File: config.mk
export PLATFORM = sky130hd
export DESIGN_NAME = rpsc_fault_qual_flat
export DESIGN_NICKNAME = d
export VERILOG_FILES = /design/src/rtl/rpsc_fault_qual_if.sv /design/src/rtl/rpsc_fault_qual.sv /design/src/flat_wrapper.sv
export SDC_FILE = /design/constraint.sdc
export NUM_CORES = 1
export LEC_CHECK = 0
export BUFFER_PORTS_ARGS = -buffer_cell sky130_fd_sc_hd__buf_2
export CORE_ASPECT_RATIO = 2
export CORE_MARGIN = 1
export CORE_UTILIZATION = 55
export DETAILED_ROUTE_END_ITERATION = 10
export PLACE_DENSITY_LB_ADDON = 0.05
export SYNTH_ARGS = -nofsm -noshare
export SYNTH_HDL_FRONTEND = slang
export SYNTH_SLANG_ARGS = --single-unit
File: constraint.sdc
create_clock -name clk -period 5 [get_ports clk]
set_input_delay 0.25 -clock clk [delete_from_list [all_inputs] [get_ports clk]]
set_output_delay 0.25 -clock clk [all_outputs]
set_load 0.03 [all_outputs]
File: src/rtl/rpsc_fault_qual_if.sv
// Fault qualifier bus: raw fault lines in, debounced levels, rise pulses and
// first-out capture out. The module under test takes the slave modport.
interface rpsc_fault_qual_if;
  logic [7:0] fault_raw;
  logic [7:0] fault_q;
  logic [7:0] fault_rise;
  logic       fault_any;
  logic       fo_clr;
  logic       fo_valid;
  logic [2:0] fo_idx;

  modport master (
    output fault_raw, fo_clr,
    input  fault_q, fault_rise, fault_any, fo_valid, fo_idx
  );

  modport slave (
    input  fault_raw, fo_clr,
    output fault_q, fault_rise, fault_any, fo_valid, fo_idx
  );
endinterface

File: src/rtl/rpsc_fault_qual.sv
// RPSC fault qualifier: per-channel 2-flop sync plus symmetric debounce filter,
// rise pulses and optional first-out capture (macro RPSC_FAULT_FIRST_OUT_EN).
module rpsc_fault_qual #(
  parameter int unsigned FILTER_CNT = 16
) (
  input  logic                 clk,
  input  logic                 reset,
  rpsc_fault_qual_if.slave     bus
);

  localparam int unsigned NCH = 8;
  localparam int unsigned CW  = $clog2(FILTER_CNT);
  localparam int unsigned IW  = 3;

  logic [NCH-1:0] r_s1;
  logic [NCH-1:0] r_s2;
  logic [NCH-1:0] r_q;
  logic [NCH-1:0] r_rise;
  logic [CW-1:0]  r_cnt [NCH];

  // Synchronizer and debounce: the level flips only after FILTER_CNT
  // consecutive synchronized samples disagree with it.
  always_ff @(posedge clk or posedge reset) begin
    if (reset) begin
      r_s1   <= '0;
      r_s2   <= '0;
      r_q    <= '0;
      r_rise <= '0;
      for (int i = 0; i < NCH; i++) r_cnt[i] <= '0;
    end else begin
      r_s1 <= bus.fault_raw;
      r_s2 <= r_s1;
      for (int i = 0; i < NCH; i++) begin
        r_rise[i] <= 1'b0;
        if (r_s2[i] == r_q[i]) begin
          r_cnt[i] <= '0;
        end else if (r_cnt[i] == CW'(FILTER_CNT - 1)) begin
          r_q[i]    <= r_s2[i];
          r_rise[i] <= r_s2[i];
          r_cnt[i]  <= '0;
        end else begin
          r_cnt[i] <= r_cnt[i] + CW'(1);
        end
      end
    end
  end

  assign bus.fault_q    = r_q;
  assign bus.fault_rise = r_rise;
  assign bus.fault_any  = |r_q;

`ifdef RPSC_FAULT_FIRST_OUT_EN
  logic          r_fo_valid;
  logic [IW-1:0] r_fo_idx;
  logic [IW-1:0] w_lo_idx;

  // Lowest-numbered channel rising this cycle.
  always_comb begin
    w_lo_idx = '0;
    for (int i = NCH - 1; i >= 0; i--) begin
      if (r_rise[i]) w_lo_idx = IW'(i);
    end
  end

  // A rise coincident with fo_clr re-arms and captures in one edge.
  always_ff @(posedge clk or posedge reset) begin
    if (reset) begin
      r_fo_valid <= 1'b0;
      r_fo_idx   <= '0;
    end else if ((|r_rise) && (!r_fo_valid || bus.fo_clr)) begin
      r_fo_valid <= 1'b1;
      r_fo_idx   <= w_lo_idx;
    end else if (bus.fo_clr) begin
      r_fo_valid <= 1'b0;
      r_fo_idx   <= '0;
    end
  end

  assign bus.fo_valid = r_fo_valid;
  assign bus.fo_idx   = r_fo_idx;
`else
  logic w_unused_fo_clr;

  assign w_unused_fo_clr = bus.fo_clr;
  assign bus.fo_valid    = 1'b0;
  assign bus.fo_idx      = '0;
`endif

endmodule

File: src/flat_wrapper.sv
// flat-port wrapper written by rule: the top's interface ports become plain ports
module rpsc_fault_qual_flat 
#(
  parameter int unsigned FILTER_CNT = 16
)
  (clk, reset, bus_fault_raw, bus_fo_clr, bus_fault_q, bus_fault_rise, bus_fault_any, bus_fo_valid, bus_fo_idx);
  rpsc_fault_qual_if bus_i ();
  input  logic clk;
  input  logic reset;
  input wire logic [$bits(bus_i.fault_raw)-1:0] bus_fault_raw;
  input wire logic [$bits(bus_i.fo_clr)-1:0] bus_fo_clr;
  output wire logic [$bits(bus_i.fault_q)-1:0] bus_fault_q;
  output wire logic [$bits(bus_i.fault_rise)-1:0] bus_fault_rise;
  output wire logic [$bits(bus_i.fault_any)-1:0] bus_fault_any;
  output wire logic [$bits(bus_i.fo_valid)-1:0] bus_fo_valid;
  output wire logic [$bits(bus_i.fo_idx)-1:0] bus_fo_idx;
  assign bus_i.fault_raw = bus_fault_raw;
  assign bus_i.fo_clr = bus_fo_clr;
  assign bus_fault_q = bus_i.fault_q;
  assign bus_fault_rise = bus_i.fault_rise;
  assign bus_fault_any = bus_i.fault_any;
  assign bus_fo_valid = bus_i.fo_valid;
  assign bus_fo_idx = bus_i.fo_idx;
  rpsc_fault_qual #(.FILTER_CNT(FILTER_CNT)) u_core (.clk(clk), .reset(reset), .bus(bus_i));
endmodule
Yosys cells after proc, flatten, opt, wreduce, memory -nomap -nowiden
Index checks and enable logic that the tools add are counted.

Add/subtract/negate cells: 8. Equality and inequality tests: 16. Muxes and demuxes: 32. Bitwise operators: 8. Reductions and logical operators: 9.

Operators by type and width (number): two-way mux 4 bit (16); adder 4 x 1 -> 4 bit (second input constant) (8); equality test 4 bit (second input constant) (8); two-way mux 1 bit (16); AND reduction 2 bit (8); equality test 1 bit (8); NOT 1 bit (8); OR reduction 8 bit (1).

Register bits: 64. Input bits: 11. Output and inout bits: 21. Word-level logic and storage cells: 92.

Logic depth before layout (Yosys ltp)
Gate-level depths: netlist of run 1.

Word-level depth: 3. Mapped depth: 4. Gate-level depth less buffers: 4.

Least setup slack after synthesis of run 1
No wires, ideal clock.

Kind: register -> output. Start point: register u_core.r_q[2] (netlist: u_core.bus.fault_q[2]). End point: output port bus_fault_any. Arrival time: 1.033 ns. Data required time: 4.750 ns. Setup slack: 3.717 ns. Stages on the path, launching flop included: 3. Buffers on the path: 0. Cells stage by stage: dfrtp_1 -> nor4_1 -> nand2_1.

Word-level cells in the longest chain between the ends: 1.

Ends and longest elaborated chain: start: declaration (line rpsc_fault_qual.sv:17) `logic [NCH-1:0] r_q;`; start signal: indexed assignment (line rpsc_fault_qual.sv:38) `r_q[i] <= r_s2[i];`; OR reduction 8 bit (line rpsc_fault_qual.sv:50) `assign bus.fault_any = |r_q;`; end: declaration (line flat_wrapper.sv:14) `output wire logic [$bits(bus_i.fault_any)-1:0] bus_fault_any;`.

No other way between the ends.

Worst setup path after layout of run 1
Start point: register u_core.r_q[7] (netlist: u_core.bus.fault_q[7]). End point: output port bus_fault_any.

The elaborated chain is that of the path after synthesis.

==> flow_metrics.py, run 1 <==
metrics = {
    "synthesis": {
        "synthTopCellsByArea": "dfrtp_1, xnor2_1, nor3b_1",
        "synthXorXnorAreaFrac": 0.0569,
        "yosysSeqAreaShare": 0.650,
        "synth_simple_gate_area_share": 0.132,
        "synth_area_sq_um": 2460,
        "synthMuxAreaShare": 0.0381,
        "avgSynthCellArea_sq_um": 13.3,
        "synth_compound_gate_area_share": 0.0549,
        "ys_seq_elements": 64,
        "synth_cell_type_count": 19,
        "synth_top_family_by_area": "simple AND/OR/NAND/NOR gates",
        "synth_top_cell_by_area": "dfrtp_1",
        "yosys_warnings": 0,
        "synth_top_area_share": 0.650,
        "postSynthCellCount": 185,
        "synthAdderAreaFrac": 0.0407,
    },
    "drt": {
        "drt-initial-drc-count": 28,
        "wl_um": 3980,
        "routed-wl-met3_um": 120,
        "maxUsedRoutingLayer": "met4",
        "met1_length_um": 1560,
        "drtAntennaViolNets": 0,
        "drc": 0,
        "vias_per_cell": 5.22,
        "post_drt_wl_per_cell_um": 14.2,
        "met2WireLength_um": 2220,
        "vias": 1462,
        "dr.pass1.iters": 4,
    },
    "floorplan": {
        "fp.coreArea_sq_um": 4340,
        "io_pins": 32,
        "start_util": 0.567,
        "die_width_um": 49.3,
        "rows": 34,
        "die-area_sq_um": 4760,
        "die_y_um": 96.6,
    },
    "global_routing": {
        "antenna_found_initial": 0,
        "grt_pass1_wl_um": 7230,
        "grt_usage": 0.204,
        "grt.overflow.total": 0,
        "grt_pass1_vias": 1619,
        "grt_max_degree": 65,
    },
    "placed_design": {
        "place_inst": 265,
        "dp_hpwl_um": 2840,
        "portBuffers": 26,
        "routabilityCongestion": 0.638,
    },
    "timing": {
        "fin_skew_ns": 0.00677,
        "rsz0062_at_grt": "false",
        "slew_headroom": 0.480,
        "period_minus_slack_ns": 1.71,
        "worstMarginPinSlew_ns": 0.780,
        "drv_slew": 0,
        "setup-tns-final_ns": 0,
        "fmax_mhz": 586,
        "setup_viol": 0,
        "finalCritPeriodShare": 0.341,
        "hold_viol": 0,
    },
    "min_path": {
        "hold_path_class": "in -> reg",
        "hp-start": "bus_fault_raw[7]",
    },
    "cells_and_area": {
        "drive_above_1_share": 0.235,
        "area_growth_pct": 15.9,
        "final_nets": 241,
        "fin_cells": 280,
        "n_antenna_cell": 0,
    },
    "worst_setup_path": {
        "crit_path_start": "u_core.bus.fault_q[7]",
        "cp_slowest_stage_delay_ns": 0.44,
        "path_class": "reg -> out",
        "arrival_ns": 1.46,
        "r2r-start": "u_core.r_cnt[28]",
        "r2r_slack_ns": 3.72,
        "cp.required_ns": 4.75,
        "critPathMaxFanout": 5,
        "cp_slowest_cell": "dfrtp_1",
        "critPathCaptureType": "primary output",
        "cp_cell_sequence": "nor4_1 > nand2_1 > buf_2",
        "start_kind": "flip-flop",
    },
    "clock_network": {
        "postCtsSetupBuffers": 0,
        "post_cts_resized": 0,
        "cts-root-buf": "clkbuf_8",
        "clkTransAtPathRegs_ns": 0.06,
        "cts.path.max_buffers": 2,
        "cts.sinks": 64,
        "hold_buffers": 0,
        "cts_made_buffers": 9,
        "clock_latency_ns": 0.32,
        "tritoncts": "yes",
        "h-tree-depth": 3,
    },
    "status": {
        "status": "complete, no violations",
    },
    "power_and_ir_drop": {
        "powerDensity_nw_per_um2": 371,
        "p_leak_uw": 0.00134,
        "ir_drop_v": 0.000301,
    },
    "flow_run": {
        "cap_violations": 0,
    },
}
==> critical path: cells and delay by family, from the launching register on <==
kind,cells,cell delay (ns)
AND/OR/NAND/NOR,2,0.50
flip-flops,1,0.44
buffers and inverters,1,0.20
==> synthesized netlist by cell type <==
cell type and n:
nor2_1 8, nor3b_1 15, o21ai_0 8, xnor2_1 16, nor4_1 2, mux2_2 7
a311oi_2 1, nand3_2 1, inv_1 9, mux2_4 1, ha_1 8, a21oi_1 16
nand3_1 7, nand4b_1 8, nand2_1 1, dfrtp_1 64, conb_1 1, nor2b_1 8
buf_4 4
==> per-stage QoR <==
| stage | setup slack (ns) | hold WS, ns | total power, uW | util | area [sq um] |
|---|---|---|---|---|---|
| floorplan | 3.15 | 0.281 | 612 | - | 2470 |
| finish | 3.29 | 0.0331 | 1060 | 0.658 | 2850 |
| global route | 3.15 | 0.00230 | 1110 | 0.658 | 2850 |
| global placement | 3.65 | 0.332 | 621 | 0.610 | 2650 |
| CTS | 3.24 | 0.0137 | 1070 | 0.658 | 2850 |
| detailed placement | 3.61 | 0.335 | 628 | 0.610 | 2650 |
==> path summary, 6_finish.rpt <==
path                                         end  cells after the start
min in group asynchronous         u_core.r_s1[3]                      3
max                                bus_fault_any                      3
max in group asynchronous       u_core.r_cnt[14]                      3
min                               u_core.r_s1[7]                      1
min reg2reg                       u_core.r_s2[1]                      0
max reg2reg                u_core.bus.fault_q[0]                      3
==> sequential cells by signal, indices dropped and copies added (netlist names) <==
signal,flops
u_core.r_cnt,32
u_core.r_s1,8
u_core.r_s2,8
u_core.bus.fault_q,8
u_core.bus.fault_rise,8
==> cell families after synthesis <==
| group | Yosys count |
|---|---|
| flops | 64 |
| simple gates | 50 |
| compound gates | 25 |
| xor+xnor | 16 |
| buf+inv | 13 |
| fa+ha+maj | 8 |
| mux | 8 |
| other cells | 1 |
==> cell type report <==
class | count | area [sq um]
clock buffer | 12 | 165
multi-input combinational | 111 | 808
sequential | 64 | 1600
tap | 54 | 67.6
fill | 346 | 1490
clock inverter | 3 | 40.0
timing repair buffer | 27 | 138
inverter | 9 | 33.8
==> metal layers <==
layer	up-vias	GRT usage
li1	703	-
met1	732	0.220
met2	21	0.353
met3	6	0.0613
met4	0	0.0950
met5	-	0
==> layout by cell type (no fill, tap or decap) <==
| cell | instances |
|---|---|
| a21oi_1 | 16 |
| a311oi_2 | 1 |
| buf_2 | 26 |
| buf_4 | 1 |
| bufinv_16 | 1 |
| clkbuf_8 | 12 |
| clkinv_2 | 2 |
| conb_1 | 4 |
| dfrtp_1 | 64 |
| ha_1 | 8 |
| inv_1 | 8 |
| inv_2 | 1 |
| mux2_2 | 7 |
| mux2_4 | 1 |
| nand2_1 | 1 |
| nand3_1 | 7 |
| nand3_2 | 1 |
| nand4b_1 | 8 |
| nor2_1 | 8 |
| nor2b_1 | 8 |
| nor3b_1 | 15 |
| nor4_1 | 2 |
| o21ai_0 | 8 |
| xnor2_1 | 16 |
==> where the power goes <==
| group | internal, uW | leakage [uW] | switching, uW | total [uW] |
|---|---|---|---|---|
| registers | 540 | 0.000837 | 20.3 | 561 |
| clock network | 267 | 0.000108 | 173 | 440 |
| logic | 24.7 | 0.000397 | 32.3 | 56.9 |
Power figures use the tool's default switching activity.
==> inputs of run 2 (changes only) <==
Clock period 5 ns to 1.7 ns, I/O delays scaled along.
==> run 2 against run 1 <==
Compared with the run above:
- cell area increased by 2.7%
- global-route usage increased by 0.36 points
- first-iteration DRC count decreased by 3.6%
- via count increased by 6.5%
- combinational power increased to 3.3 times the previous value
- die area unchanged
- critical endpoint unchanged
- total power increased to 2.8 times the previous value
- cell count increased by 2.9%
- clock power increased to 2.6 times the previous value
==> flow_metrics.py, run 2 (synthesis results as in run 1) <==
metrics = {
    "cells_and_area": {
        "largest_register_ffs": 32,
        "area_growth_pct": 19.0,
        "final_common_cell": "dfrtp_1",
        "final_nets": 250,
        "layout_common_cells": "dfrtp_1, buf_2, xnor2_1, a21oi_1, nor3b_1",
        "drive_above_1_share": 0.218,
        "max_flop_register": "u_core.r_cnt",
        "fin_cells": 288,
        "n_antenna_cell": 0,
    },
    "min_path": {
        "hold_path_class": "reg -> reg",
        "min_path_cells": 0,
        "hp-start": "u_core.r_s1[7]",
        "whs_endpoint": "u_core.r_s2[7]",
    },
    "global_routing": {
        "met1_usage": 0.216,
        "grt_max_degree": 65,
        "antenna_found_initial": 0,
        "grt.overflow.total": 0,
        "grt_pass1_vias": 1694,
        "use_met2": 0.371,
        "grt_usage": 0.208,
        "grt-busiest-layer": "met2",
        "grt_pass1_wl_um": 7310,
        "met3_usage": 0.0456,
    },
    "worst_setup_path": {
        "reg2reg_to": "u_core.bus.fault_q[2]",
        "r2r_slack_ns": 0.40,
        "reg2reg_depth": 3,
        "critPathCaptureType": "primary output",
        "critPathMaxFanout": 5,
        "start_kind": "flip-flop",
        "path_class": "reg -> out",
        "arrival_ns": 1.41,
        "r2r-start": "u_core.r_cnt[20]",
        "cp.required_ns": 1.62,
    },
    "clock_network": {
        "postCtsSetupBuffers": 0,
        "cts.path.max_buffers": 2,
        "cts_made_buffers": 9,
        "cts.sinks": 64,
        "cts-root-buf": "clkbuf_8",
        "tritoncts": "yes",
        "h-tree-depth": 3,
        "clkTransAtPathRegs_ns": 0.06,
        "clock_latency_ns": 0.32,
    },
    "timing": {
        "fin_skew_ns": 0.00358,
        "setup-tns-final_ns": 0,
        "period_minus_slack_ns": 1.50,
        "setup_viol": 0,
        "hold_viol": 0,
        "finalCritPeriodShare": 0.882,
        "fmax_mhz": 667,
        "drv_slew": 0,
        "rsz0062_at_grt": "false",
    },
    "drt": {
        "vias": 1557,
        "wl_um": 4250,
        "vias_per_cell": 5.41,
        "drt-initial-drc-count": 27,
        "dr.pass1.iters": 4,
        "post_drt_wl_per_cell_um": 14.8,
        "drc": 0,
        "drtAntennaViolNets": 0,
    },
    "floorplan": {
        "rows": 34,
        "die_y_um": 96.6,
        "fp.coreArea_sq_um": 4340,
        "die_width_um": 49.3,
        "io_pins": 32,
        "start_util": 0.567,
        "die-area_sq_um": 4760,
    },
    "placed_design": {
        "place_inst": 265,
        "routabilityCongestion": 0.732,
        "portBuffers": 26,
        "dp_hpwl_um": 2930,
    },
    "power_and_ir_drop": {
        "ir_drop_v": 0.00109,
        "powerDensity_nw_per_um2": 1010,
        "p_leak_uw": 0.00137,
    },
    "flow_run": {
        "cap_violations": 0,
    },
    "status": {
        "status": "complete, no violations",
    },
}
==> run 2: cell types whose count changed in the layout (fill, tap and decap cells not counted) <==
cell / previous run / this run
dlygate4sd3_1: 0 / 9
clkbuf_1: 0 / 2
clkinv_2: 2 / 0
buf_12: 0 / 1
buf_4: 1 / 0
bufinv_16: 1 / 0
nor4_1: 2 / 1
nor4_2: 0 / 1
==> run 2: final cells by class <==
| class | instances | area (sq um) |
|---|---|---|
| tap | 54 | 67.6 |
| inverter | 9 | 33.8 |
| sequential | 64 | 1600 |
| clock buffer | 14 | 173 |
| timing repair buffer | 36 | 240 |
| multi-input combinational | 111 | 815 |
| fill | 339 | 1410 |
==> run 2: repair_timing <==
item / CTS / global route
hold endpoints to repair: 72 / 0
resized for setup: 0 / 1
hold buffers: 9 / 0
setup endpoints to repair: 0 / 1
==> run 2: how the worst max path moves through the flow <==
| stage | end | from |
|---|---|---|
| 2_1_floorplan | u_core.bus.fault_q[0] | reset |
| 3_3_place_gp | u_core.bus.fault_q[1] | u_core.r_cnt[24] |
| 3_5_place_dp | u_core.bus.fault_q[1] | u_core.r_cnt[24] |
| 4_1_cts | bus_fault_any | u_core.bus.fault_q[2] |
| 5_1_grt | bus_fault_any | u_core.bus.fault_q[2] |
| 6_report | bus_fault_any | u_core.bus.fault_q[2] |
==> run 2: metal layers <==
metal | vias up | part of all wire
met5 | - | 0
met4 | 0 | 0.013
met3 | 4 | 0.027
met2 | 23 | 0.57
met1 | 804 | 0.39
li1 | 726 | -
==> run 2: critical path: stages, from the launching register on <==
cell     delay, ns
dfrtp_1       0.45
nor4_2        0.35
nand2_1       0.10
buf_2         0.19
==> run 2: power breakdown <==
part	leakage [uW]	switching, uW	total, uW	internal [uW]
clock	0.0000886	491	1130	634
combinational	0.000441	99.7	188	88.7
sequential	0.000837	62.1	1650	1590
==> run 2: stage by stage <==
stage                     hold WS [ns]  utilization  cell area (sq um)  worst slack (ns)  power (uW)
after floorplan                  0.116            -               2470            0.0169        1800
after global placement           0.170        0.613               2660             0.470        1830
after detailed placement         0.178        0.613               2660             0.426        1850
after CTS                        0.355        0.674               2920             0.102        3000
after global routing             0.367        0.675               2930             0.117        3090
final                            0.353        0.675               2930             0.201        2970
==> inputs of run 3 (changes only) <==
Settings changed: PLACE_DENSITY_LB_ADDON 0.05 to 0.12.
==> run 3 against run 2 <==
Compared with the run above:
- register-to-register slack improved by 0.02 ns
- cell area increased by 0.43%
- sequential share of layout area decreased by 0.23 points
- routed wire length increased by 1.5%
- cell count increased by 1.0%
- flip-flop and latch count unchanged
- critical path type unchanged
- highest routed layer unchanged
==> flow_metrics.py, run 3 (synthesis results as in run 1) <==
metrics = {
    "cells_and_area": {
        "largest_register_ffs": 32,
        "fill_cells": 347,
        "max_flop_register": "u_core.r_cnt",
        "drive_above_1_share": 0.228,
        "fin_cells": 291,
        "final_common_cell": "dfrtp_1",
        "area_growth_pct": 19.5,
        "multi_input_area_sq_um": 808,
        "n_antenna_cell": 0,
        "final_nets": 251,
        "seq_area_sq_um": 1600,
        "layout_common_cells": "dfrtp_1, buf_2, xnor2_1, a21oi_1, nor3b_1",
    },
    "worst_setup_path": {
        "cp_slowest_cell": "dfrtp_1",
        "cp_cell_sequence": "nor4_1 > nand2_1 > buf_2",
        "cpLargestDelayFamily": "flip-flops",
        "critPathMaxFanout": 5,
        "cp.required_ns": 1.62,
        "cp_slowest_stage_delay_ns": 0.43,
        "arrival_ns": 1.36,
        "cp_num_buf_inv": 1,
        "start_kind": "flip-flop",
        "critPathCaptureType": "primary output",
        "path_class": "reg -> out",
    },
    "placed_design": {
        "dp_hpwl_um": 3050,
        "routabilityCongestion": 0.694,
        "place_ws_ns": 0.429,
        "portBuffers": 26,
        "place_inst": 266,
    },
    "timing": {
        "hold_viol": 0,
        "slew_headroom": 0.613,
        "finalCritPeriodShare": 0.850,
        "rsz0062_at_grt": "false",
        "fmax_mhz": 692,
        "fin_ws_ns": 0.255,
        "setup-tns-final_ns": 0,
        "whs_ns": 0.349,
        "drv_slew": 0,
        "setup_viol": 0,
        "fin_skew_ns": 0.00769,
        "worstMarginPinSlew_ns": 0.580,
        "period_minus_slack_ns": 1.45,
    },
    "floorplan": {
        "io_pins": 32,
        "fp.coreArea_sq_um": 4340,
        "die_width_um": 49.3,
        "die-area_sq_um": 4760,
        "rows": 34,
        "die_y_um": 96.6,
        "start_util": 0.567,
    },
    "global_routing": {
        "grt_pass1_wl_um": 7550,
        "grt_usage": 0.214,
        "antenna_found_initial": 0,
        "grt_pass1_vias": 1702,
        "grt.overflow.total": 0,
        "grt_max_degree": 35,
    },
    "power_and_ir_drop": {
        "powerDensity_nw_per_um2": 1030,
        "p_leak_uw": 0.00138,
        "finalPower_uw": 3020,
        "ir_drop_v": 0.000683,
    },
    "drt": {
        "wl_um": 4320,
        "drtAntennaViolNets": 0,
        "post_drt_wl_per_cell_um": 14.8,
        "dr.pass1.iters": 4,
        "drc": 0,
        "vias": 1569,
        "vias_per_cell": 5.39,
        "drt-initial-drc-count": 16,
    },
    "clock_network": {
        "cts.path.max_buffers": 2,
        "h-tree-depth": 3,
        "clock_latency_ns": 0.33,
        "hold_buffers": 9,
        "postCtsSetupBuffers": 0,
        "clkTransAtPathRegs_ns": 0.06,
        "cts_made_buffers": 9,
        "tritoncts": "yes",
        "post_cts_resized": 0,
        "cts.sinks": 64,
        "cts-root-buf": "clkbuf_8",
    },
    "min_path": {
        "hold_path_class": "reg -> reg",
    },
    "status": {
        "status": "complete, no violations",
    },
    "flow_run": {
        "cap_violations": 0,
    },
}
==> run 3: changes by cell type in the layout (fill, tap and decap cells not counted) <==
cell,delta
clkinv_2,+3
nor4_2,-1
clkbuf_1,-1
nor4_1,+1
buf_4,+1
==> run 3: cell type report <==
class | count | area share
tap | 54 | 0.0230
timing repair buffer | 37 | 0.0842
inverter | 9 | 0.0115
clock buffer | 13 | 0.0574
multi-input combinational | 111 | 0.275
clock inverter | 3 | 0.00510
sequential | 64 | 0.544
==> run 3: per-layer routing <==
layer  track usage  share of wire  up-vias
met5             0              0        -
met4         0.106          0.025        0
met3        0.0660          0.041       10
met2         0.383           0.56       34
met1         0.215           0.38      801
li1              -              -      724
==> run 3: path summary, 6_finish.rpt <==
| path | from | end | slack (ns) | cells after the start |
|---|---|---|---|---|
| worst max-delay path | u_core.bus.fault_q[6] | bus_fault_any | 0.25 | 3 |
| worst min register to register | u_core.r_s1[6] | u_core.r_s2[6] | 0.35 | 0 |
| worst max register to register | u_core.r_cnt[16] | u_core.bus.fault_q[3] | 0.42 | 3 |
| min in group asynchronous | reset | u_core.bus.fault_q[3] | 0.36 | 3 |
| max in group asynchronous | reset | u_core.r_cnt[28] | 0.76 | 4 |
| worst min-delay path | u_core.r_s1[6] | u_core.r_s2[6] | 0.35 | 0 |
==> run 3: metrics by stage <==
stage	utilization	instance area, sq um
6_report	0.678	2940
5_1_grt	0.678	2940
4_1_cts	0.678	2940
3_5_place_dp	0.615	2670
3_3_place_gp	0.615	2670
2_1_floorplan	-	2470
==> run 3: worst reg2reg max path, cell delays in order (launching register included) <==
cell     delay, ns
dfrtp_1       0.42
ha_1          0.26
nand3_1       0.14
mux2_2        0.36
==> run 3: where the power goes <==
group          leakage (uW)  switching (uW)  internal, uW
clock network     0.0000992             538           642
registers          0.000837            61.0          1590
logic              0.000444             101          90.8
total               0.00138             700          2320
